$ cat src/rtl/fetch_aligner_if.sv
// fetch_aligner_if: bundles the fetch-side bus signals of the RV32IC fetch aligner.
// Groups: instruction-memory request/response, PC redirect, Decompressor
// side-channel (iw_comp out, iw_decomp back), and the instruction issue handshake.
// master = fetch_aligner side; slave = memory / decompressor / consumer side.
interface fetch_aligner_if;
    // Instruction memory port
    logic        imem_req;
    logic [31:0] imem_addr;
    logic        imem_gnt;
    logic        imem_rvalid;
    logic [31:0] imem_rdata;
    // Redirect from the core
    logic        redirect;
    logic [31:0] redirect_pc;
    // Decompressor loop
    logic [15:0] iw_comp;
    logic [31:0] iw_decomp;
    // Instruction issue handshake
    logic        instr_valid;
    logic        instr_ready;
    logic [31:0] instr;
    logic [31:0] instr_pc;
    logic        instr_is_comp;
    logic        instr_illegal;

    modport master (
        output imem_req, imem_addr,
        input  imem_gnt, imem_rvalid, imem_rdata,
        input  redirect, redirect_pc,
        output iw_comp,
        input  iw_decomp,
        output instr_valid, instr, instr_pc, instr_is_comp, instr_illegal,
        input  instr_ready
    );

    modport slave (
        input  imem_req, imem_addr,
        output imem_gnt, imem_rvalid, imem_rdata,
        output redirect, redirect_pc,
        input  iw_comp,
        output iw_decomp,
        input  instr_valid, instr, instr_pc, instr_is_comp, instr_illegal,
        output instr_ready
    );
endinterface

$ cat src/rtl/fetch_aligner.sv
// fetch_aligner: RV32IC fetch sequencer with a three-halfword realignment buffer.
// Latency: rvalid in cycle N -> instr_valid in cycle N+1; at most one fetch outstanding.
// Backpressure: instr held stable while !instr_ready; no new fetch issues once cnt >= 2.
// Ports: clk_i, rst_i (sync, active-high), bus_io (fetch_aligner_if.master):
//   imem_req/addr/gnt/rvalid/rdata  word fetch port
//   redirect/redirect_pc            flush and restart fetch
//   iw_comp -> iw_decomp            head halfword through the external Decompressor
//   instr_valid/ready + instr, instr_pc, instr_is_comp, instr_illegal
module fetch_aligner #(
    parameter logic [31:0] RESET_PC = 32'h0000_0000
) (
    input  logic             clk_i,
    input  logic             rst_i,
    fetch_aligner_if.master  bus_io
);

    typedef enum logic [1:0] {
        S_IDLE  = 2'd0,   // no fetch outstanding
        S_WAIT  = 2'd1,   // one fetch outstanding, its data will be kept
        S_FLUSH = 2'd2    // one fetch outstanding, its data will be dropped
    } state_e;

    state_e           state_q;
    logic [2:0][15:0] buf_q, buf_d, buf_s;
    logic [1:0]       cnt_q, cnt_d, cnt_s;
    logic [31:0]      pc_q, pc_d;
    logic [31:0]      fetch_addr_q;
    logic             skip_lo_q;

    logic head_comp;
    logic head_vld;
    logic req;
    logic granted;
    logic consume;
    logic keep_data;

    // Head decode: a halfword with [1:0] != 2'b11 is a complete 16-bit
    // instruction; otherwise the head needs both buf[0] and buf[1].
    assign head_comp = (buf_q[0][1:0] != 2'b11);
    assign head_vld  = (cnt_q != 2'd0) && (head_comp || (cnt_q >= 2'd2));

    // Fetch only when the buffer can absorb a full word even if nothing is
    // consumed before the response returns.
    assign req       = (state_q == S_IDLE) && (cnt_q <= 2'd1);
    assign granted   = req && bus_io.imem_gnt;

    // Redirect cancels a same-cycle consume and discards same-cycle data.
    assign consume   = head_vld && bus_io.instr_ready && !bus_io.redirect;
    assign keep_data = (state_q == S_WAIT) && bus_io.imem_rvalid && !bus_io.redirect;

    // Buffer datapath: consume first, then append the returning word at the
    // post-consume fill level.
    always_comb begin
        buf_s = buf_q;
        cnt_s = cnt_q;
        pc_d  = pc_q;
        if (consume) begin
            if (head_comp) begin
                buf_s[0] = buf_q[1];
                buf_s[1] = buf_q[2];
                cnt_s    = cnt_q - 2'd1;
                pc_d     = pc_q + 32'd2;
            end else begin
                buf_s[0] = buf_q[2];
                cnt_s    = cnt_q - 2'd2;
                pc_d     = pc_q + 32'd4;
            end
        end

        buf_d = buf_s;
        cnt_d = cnt_s;
        if (keep_data) begin
            if (skip_lo_q) begin
                // Fetch target was the upper halfword: the lower one precedes pc.
                for (int i = 0; i < 3; i++) begin
                    if (2'(i) == cnt_s) buf_d[i] = bus_io.imem_rdata[31:16];
                end
                cnt_d = cnt_s + 2'd1;
            end else begin
                for (int i = 0; i < 3; i++) begin
                    if (2'(i) == cnt_s)                       buf_d[i] = bus_io.imem_rdata[15:0];
                    if (3'(i) == ({1'b0, cnt_s} + 3'd1))      buf_d[i] = bus_io.imem_rdata[31:16];
                end
                cnt_d = cnt_s + 2'd2;
            end
        end

        if (bus_io.redirect) begin
            cnt_d = 2'd0;
            pc_d  = bus_io.redirect_pc & ~32'd1;
        end
    end

    always_ff @(posedge clk_i) begin
        if (rst_i) begin
            state_q      <= S_IDLE;
            buf_q        <= '0;
            cnt_q        <= 2'd0;
            pc_q         <= RESET_PC;
            fetch_addr_q <= RESET_PC & ~32'd3;
            skip_lo_q    <= RESET_PC[1];
        end else begin
            buf_q <= buf_d;
            cnt_q <= cnt_d;
            pc_q  <= pc_d;
            if (bus_io.redirect) begin
                fetch_addr_q <= bus_io.redirect_pc & ~32'd3;
                skip_lo_q    <= bus_io.redirect_pc[1];
                case (state_q)
                    // A grant of the old address this cycle leaves a stale
                    // response in flight.
                    S_IDLE:          state_q <= granted ? S_FLUSH : S_IDLE;
                    S_WAIT, S_FLUSH: state_q <= bus_io.imem_rvalid ? S_IDLE : S_FLUSH;
                    default:         state_q <= S_IDLE;
                endcase
            end else begin
                case (state_q)
                    S_IDLE: begin
                        if (granted) begin
                            state_q      <= S_WAIT;
                            fetch_addr_q <= fetch_addr_q + 32'd4;
                        end
                    end
                    S_WAIT: begin
                        if (bus_io.imem_rvalid) begin
                            state_q   <= S_IDLE;
                            skip_lo_q <= 1'b0;
                        end
                    end
                    S_FLUSH: begin
                        if (bus_io.imem_rvalid) state_q <= S_IDLE;
                    end
                    default: state_q <= S_IDLE;
                endcase
            end
        end
    end

    // Request is forced low during reset since reset is only sampled at the edge.
    assign bus_io.imem_req      = req && !rst_i;
    assign bus_io.imem_addr     = fetch_addr_q;
    assign bus_io.iw_comp       = buf_q[0];
    assign bus_io.instr_valid   = head_vld;
    assign bus_io.instr         = head_comp ? bus_io.iw_decomp : {buf_q[1], buf_q[0]};
    assign bus_io.instr_pc      = pc_q;
    assign bus_io.instr_is_comp = head_vld && head_comp;
    assign bus_io.instr_illegal = head_vld && head_comp && (bus_io.iw_decomp == 32'hFFFF_FFFF);

endmodule
$ cat src/flat_wrapper.sv
// flat-port wrapper written by rule: the top's interface ports become plain ports
module fetch_aligner_flat 
#(
    parameter logic [31:0] RESET_PC = 32'h0000_0000
)
  (clk_i, rst_i, bus_io_imem_req, bus_io_imem_addr, bus_io_imem_gnt, bus_io_imem_rvalid, bus_io_imem_rdata, bus_io_redirect, bus_io_redirect_pc, bus_io_iw_comp, bus_io_iw_decomp, bus_io_instr_valid, bus_io_instr, bus_io_instr_pc, bus_io_instr_is_comp, bus_io_instr_illegal, bus_io_instr_ready);
  fetch_aligner_if bus_io_i ();
  input  logic clk_i;
  input  logic rst_i;
  output wire logic [$bits(bus_io_i.imem_req)-1:0] bus_io_imem_req;
  output wire logic [$bits(bus_io_i.imem_addr)-1:0] bus_io_imem_addr;
  input wire logic [$bits(bus_io_i.imem_gnt)-1:0] bus_io_imem_gnt;
  input wire logic [$bits(bus_io_i.imem_rvalid)-1:0] bus_io_imem_rvalid;
  input wire logic [$bits(bus_io_i.imem_rdata)-1:0] bus_io_imem_rdata;
  input wire logic [$bits(bus_io_i.redirect)-1:0] bus_io_redirect;
  input wire logic [$bits(bus_io_i.redirect_pc)-1:0] bus_io_redirect_pc;
  output wire logic [$bits(bus_io_i.iw_comp)-1:0] bus_io_iw_comp;
  input wire logic [$bits(bus_io_i.iw_decomp)-1:0] bus_io_iw_decomp;
  output wire logic [$bits(bus_io_i.instr_valid)-1:0] bus_io_instr_valid;
  output wire logic [$bits(bus_io_i.instr)-1:0] bus_io_instr;
  output wire logic [$bits(bus_io_i.instr_pc)-1:0] bus_io_instr_pc;
  output wire logic [$bits(bus_io_i.instr_is_comp)-1:0] bus_io_instr_is_comp;
  output wire logic [$bits(bus_io_i.instr_illegal)-1:0] bus_io_instr_illegal;
  input wire logic [$bits(bus_io_i.instr_ready)-1:0] bus_io_instr_ready;
  assign bus_io_imem_req = bus_io_i.imem_req;
  assign bus_io_imem_addr = bus_io_i.imem_addr;
  assign bus_io_i.imem_gnt = bus_io_imem_gnt;
  assign bus_io_i.imem_rvalid = bus_io_imem_rvalid;
  assign bus_io_i.imem_rdata = bus_io_imem_rdata;
  assign bus_io_i.redirect = bus_io_redirect;
  assign bus_io_i.redirect_pc = bus_io_redirect_pc;
  assign bus_io_iw_comp = bus_io_i.iw_comp;
  assign bus_io_i.iw_decomp = bus_io_iw_decomp;
  assign bus_io_instr_valid = bus_io_i.instr_valid;
  assign bus_io_instr = bus_io_i.instr;
  assign bus_io_instr_pc = bus_io_i.instr_pc;
  assign bus_io_instr_is_comp = bus_io_i.instr_is_comp;
  assign bus_io_instr_illegal = bus_io_i.instr_illegal;
  assign bus_io_i.instr_ready = bus_io_instr_ready;
  fetch_aligner #(.RESET_PC(RESET_PC)) u_core (.clk_i(clk_i), .rst_i(rst_i), .bus_io(bus_io_i));
endmodule
$ cat config.mk
export PLATFORM = sky130hd
export DESIGN_NAME = fetch_aligner_flat
export DESIGN_NICKNAME = d
export VERILOG_FILES = /design/src/rtl/fetch_aligner_if.sv /design/src/rtl/fetch_aligner.sv /design/src/flat_wrapper.sv
export SDC_FILE = /design/constraint.sdc
export NUM_CORES = 1
export LEC_CHECK = 0
export CAP_MARGIN = 20
export CORE_MARGIN = 1.5
export CORE_UTILIZATION = 32
export DETAILED_ROUTE_END_ITERATION = 10
export SLEW_MARGIN = 15
export SYNTH_ARGS = -nofsm -noshare
export SYNTH_HDL_FRONTEND = slang
export SYNTH_SLANG_ARGS = --single-unit
$ cat constraint.sdc
create_clock -name clk_i -period 3.22 [get_ports clk_i]
set_input_delay 0.805 -clock clk_i [delete_from_list [all_inputs] [get_ports clk_i]]
set_output_delay 0.805 -clock clk_i [all_outputs]
set_load 0.02 [all_outputs]
* Word level (Yosys, flattened, before mapping)
Index checks and enable logic that the tools add are counted.
** Storage, ports and cells
- Bits in registers :: 117
- Input port bits :: 102
- Output and inout bits :: 116
- Logic and storage cells :: 96
** Cells by class
- Add/sub/neg operators :: 8
- Order comparisons :: 2
- Eq/ne operators :: 11
- Multiplexer cells :: 35
- Reduce and logical (&&, ||, !) cells :: 30
** Operators by type and width (count)
- $mux 32 :: 9
- $mux 16 :: 11
- $add 32x3->32 const B :: 2
- $mux 48 :: 1
- $add 32x2->32 const B :: 1
- $eq 32x32->1 const B :: 1
- $mux 2 :: 9
- $reduce_bool 2->1 :: 7
- $logic_and 1x1->1 :: 10
- $pmux 2 s2 :: 2
- $reduce_and 2->1 :: 4
- $logic_not 2->1 :: 2
- $ne 2x2->1 const B :: 2
- $reduce_or 2->1 :: 2
- $add 2x1->3 const B :: 1
- $eq 1x3->1 const A :: 1
- $eq 2x3->1 const A :: 1
- $logic_not 3->1 :: 1
- $mux 1 :: 3
- $ne 3x1->1 const B :: 1
- $ne 3x2->1 const B :: 1
- $reduce_and 3->1 :: 1
- $add 2x1->2 const B :: 1
- $add 2x2->2 const B :: 1
- 10 further kinds :: 11

* Logic depth before layout (Yosys ltp)
- Word-level depth :: 11
- Mapped depth :: 11
- Gate-level depth less buffers :: 7

* Worst setup path before layout
No wires, ideal clock.
- Path kind :: flip-flop to output port
- From :: reg u_core.cnt_q[0]
- To :: out bus_io_instr_illegal
- Arrival :: 2.023 ns
- Data required time :: 2.415 ns
- Slack :: 0.392 ns
- Cell stages (with the launch flop) :: 8
- Path buffers :: 1
- Path through :: dfxtp_1 -> buf_2 -> inv_1 -> ha_1 -> nand4b_1 -> nor4_1 -> nand2_1 -> nor4_1
** Between the ends
- Longest elaborated chain between the ends :: 5
- Elaborated cells between the ends (all ways) :: 6
- Those cells by class :: order compare: 1; reduce/logical: 5
** RTL lines
- start: declaration :: RTL line fetch_aligner.sv:25 : logic [1:0] cnt_q, cnt_d, cnt_s;
- start signal: assignment :: RTL line fetch_aligner.sv:104 : cnt_q <= cnt_d;
- $ge 2x2->1 :: RTL line fetch_aligner.sv:40 : assign head_vld = (cnt_q != 2'd0) && (head_comp || (cnt_q >= 2'd2));
- $logic_or 1x1->1 :: RTL line fetch_aligner.sv:40
- $logic_and 1x1->1 * :: RTL line fetch_aligner.sv:40
- $logic_and 1x1->1 * (2 in series) :: RTL line fetch_aligner.sv:147 : assign bus_io.instr_illegal = head_vld && head_comp && (bus_io.iw_decomp == 32'hFFFF_FFFF);
- end: declaration :: RTL line flat_wrapper.sv:23 : output wire logic [$bits(bus_io_i.instr_illegal)-1:0] bus_io_instr_illegal;
Every way passes the cells marked *; elsewhere a longest branch is shown, timed or not.

* Worst setup path in the final report
- From :: in bus_io_iw_decomp[8]
- To :: out bus_io_instr_illegal
** Between the ends
- Longest elaborated chain between the ends :: 2
** RTL lines
- start: declaration :: RTL line flat_wrapper.sv:18 : input wire logic [$bits(bus_io_i.iw_decomp)-1:0] bus_io_iw_decomp;
- $eq 32x32->1 :: RTL line fetch_aligner.sv:147
- $logic_and 1x1->1 :: RTL line fetch_aligner.sv:147
No other way between the ends.

==> reports/metrics.csv <==
stage;metric;value;unit
critical_path;critPathLaunch;bus_io_iw_decomp[8];
finish;areaGrowthSynthToFinish;41.8;%
timing;tightest_slew;846;ps
timing;max_freq;319;MHz
critical_path;worstPathArrival;2330;ps
synth;synth_common_cells;172 x nand2_1, 114 x dfxtp_1, 49 x mux2i_1, 45 x nand3_1, 42 x o21a_1;
critical_path;worst_ep_required_time;2410;ps
floorplan;io_pins;218;
clocking;tritoncts;yes;
critical_path;r2r_cells;10;
detailed_routing;drtPass1Iterations;5;
timing;hold_ws;540;ps
flow_run;maxCapViolCount;0;
timing;drv_slew;0;
clocking;cts.clk_slew.worst_paths;60;ps
detailed_routing;route.antenna.remaining_nets;0;
detailed_routing;viasPerCell;5.36;
place;gp_congestion;0.817;
clocking;cts.sink_count;114;
timing;finalHoldViolCount;0;
floorplan;dieArea;0.0238;mm^2
detailed_routing;remaining_drc_errors;0;
pwr;finalPower;4.17;mW
synth;synth-async-reset-ratio;0;
finish;n_antenna_cell;0;
synth;synthMostInstantiatedCell;nand2_1;
floorplan;start_util;0.325;
place;dp_slack;-496;ps
grt;overflow;0;
clocking;htreeDepth;4;
critical_path;start_kind;input port;
detailed_routing;drt_iter0_markers;516;
synth;yosysUniqueCellTypes;71;
critical_path;regToRegEndpoint;u_core.bus_io.instr_pc[26]$_SDFFE_PP0P_;
timing;setup_violations;0;
place;io_buffers;213;
timing;min_period;3140;ps
finish;postLayoutCoreUtil;0.461;
detailed_routing;vias;7528;
synth;synth-main-ff-cell;dfxtp_1;
clocking;clockBufferDepth;2;
clocking;cts_buffers;17;
synth;synthesis.area;0.00731;mm^2
finish;drive_gt1_frac;0.114;
clocking;clk_latency;430;ps
synth;synth_edf_count;0;
synth;synthTopCellsByArea;dfxtp_1 31%, nand2_1 8.8%, mux2i_1 6.7%;
timing;slew_headroom;0.435;
timing;setup_slack;80.8;ps
clocking;cts_hold_buf;0;
critical_path;cp-end-kind;output port;
timing;period_share;0.975;
clocking;post-cts-setup-buffers;0;
hold_path;hold_path.class;reg -> reg;
place;dp_hpwl;19200;um
pwr;power_density;402;mW/mm^2
floorplan;die-width;154;um
grt;antenna_found_initial;0;
pwr;ir_drop;0.332;mV
synth;yosysTopAreaCell;dfxtp_1;
synth;yosysTopAreaCellShare;0.312;
timing;rsz0062_at_grt;no;
synth;synth-seq-area-share;0.312;
pwr;p_leak;3.81;nW
critical_path;r2r-start;u_core.cnt_q[0]$_SDFF_PP0_;
floorplan;coreArea;0.0225;mm^2
grt;grt_pass1_wl;40900;um
detailed_routing;wl_per_cell;18.7;um
timing;finalClockSkew;11.7;ps
floorplan;die_y;154;um
timing;tns;0;ps
grt;grt_pass1_vias;7457;
synth;yosysWarnings;0;
place;place_inst;1373;
critical_path;crit_fanout;2;
critical_path;r2r_setup_slack;730;ps
finish;fill_cells;2285;
hold_path;whs_path_depth;2;
synth;synth.avg_cell_area;8.08;um^2
synth;syn_inst;905;
hold_path;worstHoldStart;u_core.bus_io.imem_addr[3]$_SDFFE_PP0P_;
clocking;cts-root-buf;clkbuf_16;
status;status;complete, no violations;
grt;grt_start_max_net_pins;57;
place;placed_cell_area;0.00978;mm^2
hold_path;min_to;u_core.bus_io.imem_addr[3]$_SDFFE_PP0P_;
critical_path;path_class;in -> out;
floorplan;num_rows;55;
finish;final_area;0.0104;mm^2
finish;instances_no_fill;1405;
synth;synth_seq_cells;114;
grt;grt.total_usage;0.221;
detailed_routing;routed_wl;26300;um
finish;nets;1218;
## worst max-delay path, cell delays in order
cell,delay [ps]
clkdlybuf4s50_1,550
nand4_1,240
nor4_2,200
buf_4,150
nand2_1,60
nor4_2,130
buf_2,200
## layer usage
metal | vias up | part of all wire | wire, um | GRT usage
met1 | 3584 | 0.45 | 11900 | 0.288
li1 | 3658 | - | - | -
met3 | 33 | 0.063 | 1660 | 0.0448
met5 | - | 0 | 0 | 0
met2 | 253 | 0.46 | 12200 | 0.359
met4 | 0 | 0.021 | 558 | 0.0837
## where the power goes
group,internal [mW],total [mW],switching (mW)
combinational,0.380,0.740,0.360
sequential,1.47,1.56,0.0857
clock,1.08,1.87,0.784
total,2.94,4.17,1.23
## state kept, by name, summed over array words and instances (netlist names)
register / count
u_core.skip_lo_q: 1
u_core.bus_io.instr_pc: 31
u_core.cnt_q: 2
u_core.bus_io.imem_addr: 30
u_core.state_q: 2
u_core.bus_io.iw_comp: 16
u_core.buf_q: 32
## layout make-up
class | instances | area [um^2] | area share
clock buffer | 17 | 425 | 0.0410
clock inverter | 15 | 146 | 0.0141
inverter | 13 | 48.8 | 0.00471
multi-input combinational | 699 | 4580 | 0.442
timing repair buffer | 262 | 2520 | 0.243
sequential | 114 | 2280 | 0.220
tap | 285 | 357 | 0.0344
## logic make-up (layout without fill, tap and decap cells)
| family | count (synthesis) | after routing | synth area share |
|---|---|---|---|
| and+or+nand+nor | 400 | 400 | 0.277 |
| adders and majority gates | 9 | 9 | 0.0154 |
| AOI/OAI and AO/OA | 202 | 202 | 0.220 |
| other | 1 | 3 | 0.000513 |
| muxes | 49 | 49 | 0.0671 |
| DFF | 114 | 114 | 0.312 |
| xor gates and xnor gates | 36 | 36 | 0.0431 |
| buffers and inverters | 94 | 307 | 0.0649 |
## worst max-delay path by stage
stage,slack (ps),endpoint,cells past startpoint
CTS,10,bus_io_instr_illegal,7
global route,10,bus_io_instr_illegal,7
finish,80,bus_io_instr_illegal,7
global placement,-450,bus_io_instr_illegal,7
floorplan,390,bus_io_instr_illegal,7
detailed placement,-500,bus_io_instr_illegal,7
## timing repair
item | CTS | global route
setup endpoints to repair | 1 | 1
resized for setup | 6 | 1
pin swaps | 1 | 3
## layout by cell type, fill, tap and decap left out, types with 19 or more instances in the layout
cell type        netlist  final
a211oi_1              29     29
a21boi_0              33     33
and3_1                19     19
buf_4                 22     46
clkdlybuf4s50_1        0    210
dfxtp_1              114    114
mux2i_1               49     49
nand2_1              172    171
nand3_1               45     45
nand4_1               31     31
nor2_1                40     40
nor3_1                36     35
o21a_1                42     42
xor2_1                29     29
Power figures use the tool's default switching activity.
